File: config.mk
export PLATFORM = sky130hd
export DESIGN_NAME = acc_unload
export DESIGN_NICKNAME = d
export VERILOG_FILES = /design/src/rtl/acc_unload_pkg.sv /design/src/rtl/acc_unload_beat_mux.sv /design/src/rtl/acc_unload.sv
export SDC_FILE = /design/constraint.sdc
export NUM_CORES = 1
export LEC_CHECK = 0
export ABC_CLOCK_PERIOD_IN_PS = 3800
export CORE_MARGIN = 1.5
export CORE_UTILIZATION = 37
export CTS_BUF_LIST = sky130_fd_sc_hd__clkbuf_2 sky130_fd_sc_hd__clkbuf_4 sky130_fd_sc_hd__clkbuf_8
export CTS_CLUSTER_DIAMETER = 40
export CTS_CLUSTER_SIZE = 28
export DETAILED_ROUTE_END_ITERATION = 6
export PLACE_DENSITY_LB_ADDON = 0.08
export RECOVER_POWER = 50
export SKIP_CTS_REPAIR_TIMING = 1
export SLEW_MARGIN = 20
export SYNTH_ARGS = -nofsm -noshare
export SYNTH_HDL_FRONTEND = slang
export SYNTH_SLANG_ARGS = --single-unit
File: constraint.sdc
create_clock -name clk -period 3.8 [get_ports clk]
set_clock_uncertainty 0.15 [all_clocks]
set_input_delay 0.76 -clock clk [delete_from_list [all_inputs] [get_ports clk]]
set_output_delay 0.76 -clock clk [all_outputs]
set_load 0.005 [all_outputs]
File: src/rtl/acc_unload_pkg.sv
// Shared constants for the accumulator unload block: FSM state encoding
// and the helper that derives how many output beats make up one result.
package acc_unload_pkg;

    typedef enum logic {
        IDLE = 1'b0,
        SEND = 1'b1
    } unload_state_t;

    function automatic int calc_nbeats(input int acc_width, input int min_width);
        return acc_width / min_width;
    endfunction

endpackage

File: src/rtl/acc_unload_beat_mux.sv
// Beat selector: picks chunk k (LSB chunk first) out of the stored result word.
module acc_beat_mux #(
    parameter int MIN_W  = 8,
    parameter int ACC_W  = 32,
    parameter int NBEATS = 4,
    parameter int KW     = 2
) (
    input  logic [ACC_W-1:0] word,
    input  logic [KW-1:0]    k,
    output logic [MIN_W-1:0] beat
);

    // Compare k against every legal index; out-of-range k yields zero.
    always_comb begin
        beat = '0;
        for (int i = 0; i < NBEATS; i++) begin
            if (k == KW'(i)) begin
                beat = word[i*MIN_W +: MIN_W];
            end
        end
    end

endmodule

File: src/rtl/acc_unload.sv
// Accumulator unload: captures one wide MAC result (optionally saturated on
// carry) and streams it out as NBEATS narrow beats, LSB chunk first.
module acc_unload
    import acc_unload_pkg::*;
#(
    parameter int MAC_MIN_WIDTH = 8,
    parameter int MAC_ACC_WIDTH = 4 * MAC_MIN_WIDTH
) (
    input  logic                     clk,
    input  logic                     rst_n,
    input  logic                     in_valid,
    output logic                     in_ready,
    input  logic [MAC_ACC_WIDTH-1:0] in_data,
    input  logic                     in_carry,
    input  logic                     sat_en,
    output logic                     out_valid,
    input  logic                     out_ready,
    output logic [MAC_MIN_WIDTH-1:0] out_data,
    output logic                     out_last,
    output logic                     out_ovf
);

    localparam int NBEATS = calc_nbeats(MAC_ACC_WIDTH, MAC_MIN_WIDTH);
    localparam int KW     = $clog2(NBEATS);
    localparam logic [KW-1:0] LAST_K = KW'(NBEATS - 1);

    unload_state_t            state;
    unload_state_t            next_state;
    logic [KW-1:0]            k;
    logic [MAC_ACC_WIDTH-1:0] word;
    logic                     ovf;
    logic [MAC_MIN_WIDTH-1:0] beat;
    logic                     capture;
    logic                     advance;

    acc_beat_mux #(
        .MIN_W  (MAC_MIN_WIDTH),
        .ACC_W  (MAC_ACC_WIDTH),
        .NBEATS (NBEATS),
        .KW     (KW)
    ) u_beat_mux (
        .word (word),
        .k    (k),
        .beat (beat)
    );

    // Handshake outputs and next state; a new result can be taken on the
    // same edge the final beat leaves, so results stream with no bubble.
    always_comb begin
        next_state = state;
        out_valid  = 1'b0;
        out_last   = 1'b0;
        out_data   = '0;
        in_ready   = 1'b1;
        case (state)
            IDLE: begin
                if (in_valid) begin
                    next_state = SEND;
                end
            end
            SEND: begin
                out_valid = 1'b1;
                out_last  = (k == LAST_K);
                out_data  = beat;
                in_ready  = out_ready && (k == LAST_K);
                if (out_ready && (k == LAST_K) && !in_valid) begin
                    next_state = IDLE;
                end
            end
            default: next_state = IDLE;
        endcase
    end

    assign capture = in_valid && in_ready;
    assign advance = (state == SEND) && out_ready && (k != LAST_K);
    assign out_ovf = ovf;

    // State register.
    always_ff @(posedge clk or negedge rst_n) begin
        if (!rst_n) begin
            state <= IDLE;
        end else begin
            state <= next_state;
        end
    end

    // Result storage and beat index: reload on capture, step on accepted beat.
    always_ff @(posedge clk or negedge rst_n) begin
        if (!rst_n) begin
            word <= '0;
            ovf  <= 1'b0;
            k    <= '0;
        end else if (capture) begin
            word <= (in_carry && sat_en) ? '1 : in_data;
            ovf  <= in_carry;
            k    <= '0;
        end else if (advance) begin
            k <= k + KW'(1);
        end
    end

endmodule

# == Word-level counts from Yosys, hierarchy flattened ==
# Cells that the tools add are included.
# classes
n_eq_ne,4
n_reduce_logical,9
n_addsub,1
muxes,14
bitwise_logic,1
# ops
cell,n
$mux 8,5
$mux 32,1
$logic_and 1x1->1,6
$mux 1,5
$eq 2x2->1 const B,2
$mux 2,2
$add 2x1->2 const B,1
$eq 2x1->1 const B,1
$logic_not 2->1,1
$ne 2x2->1 const B,1
$pmux 1 s2,1
$reduce_bool 2->1,1
$logic_not 1->1,1
$not 1->1,1
# word_totals
inputBits,38
ff_bits,36
out_inout_bits,12
word_cells,33

# == Depth between registers and ports, before layout ==
# Gate-level depths: netlist of the first run.
# depth
ltp_word,6
mapped_depth,6
depth_no_buf,5

# == Cells and area by module ==
# A second synthesis of the first run with hierarchy kept.
# unflattened
cells_unflattened,111
hier_area_um2,1637.8
# by_module_without_submodules
module,cells_per_inst,n_inst,seq_area_each_um2,area_each_um2
acc_unload,101,1,900.9,1441.4
acc_beat_mux,10,1,0.0,196.4

# == Worst setup path after synthesis of the first run ==
# Ideal clock, no wire load.
# synth_path
path_type,register to output
startpoint,register k[1]
endpoint,output out_data[5]
slack_ns,1.601
stages_incl_launch_ff,7
n_path_buf,1
arrival_time_ns,1.289
path_cell_list,dfrtp_1 -> inv_1 -> ha_1 -> buf_4 -> nor2b_1 -> a221oi_1 -> o21ai_0
# synth_via
elab_chain_len,6
word_cells_on_any_way,9
classes_between,eq/ne (3); mux (5); reduce/logical (1)
# synth_lines
element,line,rtl
"start, declared",acc_unload.sv:29,logic [KW-1:0] k;
"start signal, assigned",acc_unload.sv:98,k <= k + KW'(1);
$logic_not 2->1,acc_unload_beat_mux.sv:17,if (k == KW'(i)) begin
$mux 8 (3 in series),acc_unload_beat_mux.sv:17,
$mux 8 *,acc_unload_beat_mux.sv:17,
$mux 8 *,acc_unload.sv:55,case (state)
"end, declared",acc_unload.sv:18,"output logic [MAC_MIN_WIDTH-1:0] out_data,"
# Every way passes the cells marked *; elsewhere a longest branch is shown, timed or not.

# == Worst setup path in the final report of the first run ==
# layout_path
startpoint,register k[0]
endpoint,output out_data[6]
# The elaborated chain is that of the path after synthesis.

==> results.txt, run 1 <==
The number of clock buffers added by TritonCTS is 5. The post-synthesis sequential area ratio came out at 46.6%. The die width came out at 75.3 um. The critical-path maximum fanout came out at 11. In the final timing run, aggregate negative setup slack is 0 ps. Fill cells in the final layout number about 500. The area of the core region is 5070 sq um. The leakage dissipation came out at between 0.9 and 1 nW.

In the final design database the tool counted 292 nets. The first-iteration detailed-routing DRC count is 98. STA classifies the critical path endpoint as a primary output. The count of antenna-violating nets left after detailed routing came out at 0. The placed instances occupy a cell area of roughly 2400 sq um.

The floorplan die area is 5670 sq um. The max-slew violation count was 37. The via count of the first global-routing pass is 1623. The final cell count without fillers is 321. The design internal power is 1.18 mW. Counting every sink on the clock net gives 36.

The number of nets in the synthesized netlist is 259. Detailed placement ended at an HPWL of between 3000 and 4000 um. The initial antenna violation count was 0.

The clock-pin transition on the worst setup and hold timing paths came out at 70 ps. The placed cell count came out at ~310. The net switching power figure came out at 708 uW.

The data required time of the worst path came out at 2890 ps. The total I/O pin count is 50. The power consumption came out at 1.89 mW. The number of maximum-capacitance constraint violations is 1. OpenSTA, run right after detailed placement, puts the worst setup slack at 762 ps.

The total track usage is 19.7%. The number of iterations in the first detailed-routing pass is 4. Global routing finished with a remaining overflow of 0.

Derived from the worst setup path, the maximum achievable clock frequency is a little under 300 MHz. The Yosys warning count came out at 0. The growth of design area from synthesis to finish is 27.8%.

The root buffer cell chosen for the clock tree is clkbuf_8. The worst setup path is launched from a flop. The sum of routed wire length over all layers is around 5200 um. The transition at the pin with the smallest max-transition slack is 1960 ps. In this run the core area contains 26 standard-cell rows. The TritonCTS clock tree is done. The largest net degree at the start of global routing came out at between 60 and 70. The count of final hold-check violations came out at 0.

The checks that failed: capacitance limit, slew limit. The number of DRC violations after detailed routing is 0. Dividing the detail-routed via count by the number of cells gives 5.44. The sequential cells in the finished layout cover a total of between 900 and 1000 sq um.

The number of diodes added for antenna fixing came out at 0. CTS built an H-tree with a depth of 2. Leaving out fill and tap cells, the most frequent cells in the layout are a21oi_1 (64), clkdlybuf4s50_1 (42), dfrtp_1 (36). The flow ran to the end, but the final reports show violations. The total number of vias came out at 1747.

The cell area after layout is 2470 sq um. The min-delay analysis places its worst path in the category flop to flop. The combinational group share of total power came out at 48.1%. The final period utilization is 88.8%. The power per cell area is 766 nW/um^2. Setup repair after global routing left no endpoint under its margin. Cells fill 48.7% of the core in the end. Summed over its instances, the top area cell type makes up between 40% and 50% of the synthesized netlist area. The per-instance average area after synthesis came out at 8.91 sq um.

The share of total power dissipated in the clock network is between 10% and 20%. Setup violations remaining at the end of the flow were counted as 0. The first global-routing pass estimated 8250 um of wire. The cell area after technology mapping came out at 1930 sq um. The tightest slew margin relative to the limit is -30.4%. The total of buffers placed on input and output ports is 49. The switching part of the total came out at between 30% and 40%.

The later pin in the worst-skew pair is clocked with a latency of around 290 ps. The maximum number of buffers from clock root to sink is 2. The number of instances in the synthesized netlist is approximately 220. Leaving out fill and tap cells, the most frequent cell in the layout is a21oi_1. The arrival time reported for the critical path endpoint is 2470 ps. The congestion estimate from routability-driven global placement came to slightly below 0.9. The worst setup path is of the flop to primary output kind. Yosys attributes the largest share of cell area to dfrtp_1 (47%), a21oi_1 (17%), a31oi_1 (10%), o21ai_0 (4.4%), a221oi_1 (3.6%).

The post-synthesis cell type with the largest combined area is dfrtp_1. The time the worst path needs with I/O delays and setup is about 3400 ps. The fraction of layout instances using a drive strength above 1 came out at 5.98%. The initial core utilization came out at 38.1%. The multi-input combinational cell area came out at 878 sq um. The die is about 75 um tall. The register share of total power came out at 36.1%. The post-detailed-route wirelength per cell came out at between 15 and 20 um. The unique cell type count in the Yosys netlist came out at 22. The peak ir drop on the vdd network is 0.000416 V. The number of synthesized register bits came out at 36. The minimum hold slack came out at 363 ps.

The worst path setup slack after routing came out at between 400 and 500 ps.
## power by group through the flow
stage,Sequential [mW],Clock [mW],Combinational (mW)
2_1_floorplan,0.635,0,0.580
3_3_place_gp,0.685,0,0.901
3_5_place_dp,0.685,0,0.918
4_1_cts,0.681,0.302,0.920
5_1_grt,0.701,0.318,1.02
6_report,0.683,0.298,0.911
## logic make-up (layout without fill, tap and decap cells)
kind of cell	count (synthesis)	after routing	share of synthesized area, %
and+or+nand+nor	22	22	5.83
buffers and inverters	30	64	7.96
adders and majority gates	4	4	2.59
muxes	2	2	1.10
AOI/OAI and AO/OA	123	123	35.9
DFF	36	36	46.6
## cell usage after synthesis
cell type,instances
and2_1,1
nand3_1,2
ha_1,4
a221oi_1,8
a21bo_2,1
mux2i_1,1
clkbuf_2,1
nand2_1,9
dfrtp_1,36
buf_6,4
a2bb2oi_1,1
clkbuf_1,14
inv_1,4
nor2b_1,9
buf_1,1
o21ai_0,17
a31oi_1,32
mux2_2,1
a21oi_1,64
buf_2,5
buf_4,1
nand2b_1,1
## path summary, 6_finish.rpt
kind,endpoint,cells past startpoint,start,slack [ps]
max,out_data[6],5,k[0]$_DFFE_PN0P_,420
min,out_ovf$_DFFE_PN0P_,1,out_ovf$_DFFE_PN0P_,360
max reg2reg,out_ovf$_DFFE_PN0P_,5,k[0]$_DFFE_PN0P_,1330
min reg2reg,out_ovf$_DFFE_PN0P_,1,out_ovf$_DFFE_PN0P_,360
max in group asynchronous,state$_DFF_PN0_,2,rst_n,970
min in group asynchronous,word[12]$_DFFE_PN0P_,2,rst_n,1410
## routing by layer
| layer | share of wire (%) | GRT usage [%] | vias to the layer above |
|---|---|---|---|
| li1 | - | - | 870 |
| met1 | 50 | 29.0 | 827 |
| met2 | 44 | 28.8 | 44 |
| met3 | 4.0 | 4.42 | 6 |
| met4 | 1.2 | 5.75 | 0 |
| met5 | 0 | 0 | - |
## cell type report
class | instances | share of cell area [%]
tap | 70 | 3.54
sequential | 36 | 36.5
inverter | 4 | 0.608
timing repair buffer | 52 | 19.9
multi-input combinational | 151 | 35.5
clock buffer | 8 | 3.95
## sequential cells by signal (all words and copies together) (netlist names)
name,flops
word,32
k,2
out_ovf,1
state,1
## worst max-delay path: stages (launching register included)
cell	delay [ps]
dfrtp_1	410
ha_1	250
nor2b_1	510
o21ai_0	230
o21ai_0	240
clkdlybuf4s50_1	540
(Power assumes the default switching activity.)
==> run 2: changes to the inputs <==
--- a/config.mk
+++ b/config.mk
@@ -5,6 +5,7 @@
 export SDC_FILE = /design/constraint.sdc
 export NUM_CORES = 1
 export LEC_CHECK = 0
+export ABC_AREA = 1
 export ABC_CLOCK_PERIOD_IN_PS = 3800
 export CORE_MARGIN = 1.5
 export CORE_UTILIZATION = 37
==> results.txt, run 2 <==
The most common flop cell mapped by yosys is dfrtp_1. The HPWL reported at the end of detailed placement is 3370 um. In the layout the commonest cells are nand2_1 (71), a21oi_1 (46), clkdlybuf4s50_1 (46). The register-to-register path setup slack is ~1200 ps.

The fraction of layout instances using a drive strength above 1 is between 10% and 20%. The power consumption came out at 2.08 mW. The initial antenna violation count came out at 0. The root buffer selected by CTS is clkbuf_8. The flow ran to the end, but the final reports show violations. The first-pass GRT wire length is around 8300 um.

The most frequently used cell type in the post-synthesis netlist is nand2_1. The number of DRC violations after detailed routing came out at 0. The via count of the first global-routing pass came out at 1712. The post-synthesis sequential area ratio is 44.9%. The multiplexer share of the synthesized area came out at 0%. The total number of placement rows came out at 26.

The total of buffers placed on input and output ports is a little under 50. The cell area after layout is 2640 sq um. The final global-route overflow total came out at 0. In this run the critical register-to-register path is launched from k[0]$_DFFE_PN0P_. The worst setup path is launched from a flop. The worst hold path begins at out_ovf$_DFFE_PN0P_. The peak ir drop on the vdd network came out at 0.000352 V.

The number of diodes added for antenna fixing came out at 0. The growth of design area from synthesis to finish is 31.8%. Leaving out fill and tap cells, the most frequent cell in the layout is nand2_1. The fraction of the mapped netlist area in adder cells came out at 2.50%. The number of clock buffers added by TritonCTS is 5. After the last flow step, the layout net total stands at 331. For this design the static power due to leakage is 1.23 nW. TritonCTS built the clock tree.

The hold-critical path depth came out at 2. The clock net in this run drives a total of 36 sinks. The die width came out at 76.6 um.

Entering global routing, the biggest net connects 37 pins. The final period utilization came out at 82.7%. The data required time of the worst path came out at 2890 ps. For hold timing, the worst endpoint is out_ovf$_DFFE_PN0P_. The clock-pin transition on the worst setup and hold timing paths came out at 80 ps.

The worst register-to-register path ends at word[10]$_DFFE_PN0P_. The xor-xnor portion of the synthesized cell area is 0%. The final count of negative-setup-slack endpoints came out at 0. Synthesis produced a netlist whose cell count is 246. The count of final hold-check violations was 0. The arrival time reported for the critical path endpoint is roughly 2200 ps. The count of antenna-violating nets left after detailed routing is 0. Setup repair after global routing left no endpoint under its margin. The transition at the pin with the smallest max-transition slack came out at 1980 ps.

The total track usage came out at 18.0%. Yosys printed 0 warnings. The area of the core region is 5170 sq um. The H-tree depth is 2. The critical-path maximum fanout came out at 10. The final cell count without fillers is 360. The simple-gate share of the synthesized area came out at 17.5%. The final reports fail on capacitance limit, slew limit. The tightest slew margin relative to the limit is -31.8%. The flip-flop count of the largest register after layout is 32.

The number of synthesized flops with an enable pin is 0. In this run, the number of DRC markers left after iteration 0 of detailed routing was 62. The commonest cells after synthesis are nand2_1 (70), a21oi_1 (46), dfrtp_1 (36). After synthesis, the largest area contributor takes up 44.9% of total cell area.

The achievable frequency came out at 318 MHz. The number of nets in the synthesized netlist came out at about 290. The first detailed-routing pass ran for 4 iterations. Counting flops with an async set or reset pin after synthesis yields a share of 100%. The post-synthesis cell type with the largest combined area is dfrtp_1. Counting flops per register, the top entry is word. The initial core utilization is 38.8%. STA classifies the critical path endpoint as a primary output. The number of synthesized register bits is 36.

The max-slew violation count came out at 37. Before CTS, the worst setup slack after placement is 929 ps. The placer congestion estimate is 0.806. The placement-stage cell area came out at 2490 sq um.

The placed cell count is between 300 and 400. The routed layout has 1726 vias. The number of maximum-capacitance constraint violations came out at 1. 50 I/O pins were placed. The final-layout setup total negative slack came out at 0 ps.

The post-detailed-route wirelength per cell came out at 13.4 um. By area, the combinational part of the netlist is dominated by compound AO/OA/AOI/OAI gates. The largest registers in the layout are word (32), k (2).

The compound-cell area share of the yosys netlist came out at around a quarter. The via density per instance is about 4.8. The start-to-end type of the worst setup path is flop to primary output. At the later pin of the worst-skew pair, clock insertion delay measures 280 ps. The floorplan die area is about 5900 sq um. In this run the worst hold path is classified as flop to flop. After synthesis, the mean cell area works out to 8.15 sq um. The time the worst path needs with I/O delays and setup came out at between 3000 and 4000 ps. The unique cell type count in the Yosys netlist is 16.

After synthesis, the cell types taking the most area are dfrtp_1 (45%), nand2_1 (13%), a21oi_1 (11%), o21ai_2 (10%), buf_6 (3.9%). The power per cell area came out at 788 nW/um^2. The number of cell instances on the worst register-to-register path came out at 7. The cell area after technology mapping is 2000 sq um. The vertical die dimension came out at 76.6 um.

The worst path setup slack after routing is around 660 ps. The sum of routed wire length over all layers is 4830 um. The clock passes through at most 2 buffers.
==> run 2: cells by family (layout without fill, tap and decap cells) <==
group           count (synthesis)  count (layout)
compound gates                 86              86
simple gates                   86              86
flops                          36              36
buf+inv                        34              78
fa+ha+maj                       4               4
==> run 2: worst max-delay path by stage <==
stage                                 from     endpoint  depth (start not counted)
final                     k[1]$_DFFE_PN0P_  out_data[2]                          7
after global routing      k[1]$_DFFE_PN0P_  out_data[2]                          7
after CTS                 k[1]$_DFFE_PN0P_  out_data[3]                          7
after floorplan           k[0]$_DFFE_PN0P_  out_data[0]                          6
after detailed placement         out_ready     in_ready                          4
after global placement           out_ready     in_ready                          4
==> run 2: cell type report <==
class                   count  area [sq um]
clock buffers               5          68.8
repair buffers             54           524
clock inverters             3          90.1
flip-flops and latches     36           901
well taps                  70          87.6
fillers                   497          2530
multi-input cells         176           911
inverters                  16          60.1
==> run 2: report_power, final <==
group          switching (mW)  total (mW)  leakage, nW  internal (mW)
Sequential              0.113       0.681        0.438          0.568
Combinational           0.477       0.930        0.715          0.453
Clock                   0.141       0.470       0.0784          0.328
==> run 2: critical path, stage by stage, from the launching register on <==
cell and delay [ps]:
dfrtp_1 410, inv_1 90, ha_1 360, inv_1 190
nand2_1 100, nand3_1 60, a21oi_1 190, clkdlybuf4s50_1 540
==> run 2: per-layer routing <==
layer | vias to the layer above | routed length, um | GRT usage (%)
met2 | 40 | 2190 | 27.3
met1 | 791 | 2380 | 24.7
met4 | 0 | 65 | 6.67
met5 | - | 0 | 0
li1 | 891 | - | -
met3 | 4 | 186 | 4.31
==> run 2: through the flow <==
| stage | util (%) | hold WS, ps |
|---|---|---|
| floorplan | - | 304 |
| global placement | 48.2 | 309 |
| detailed placement | 48.2 | 320 |
| CTS | 51.3 | 339 |
| global route | 51.1 | 363 |
| finish | 51.1 | 330 |
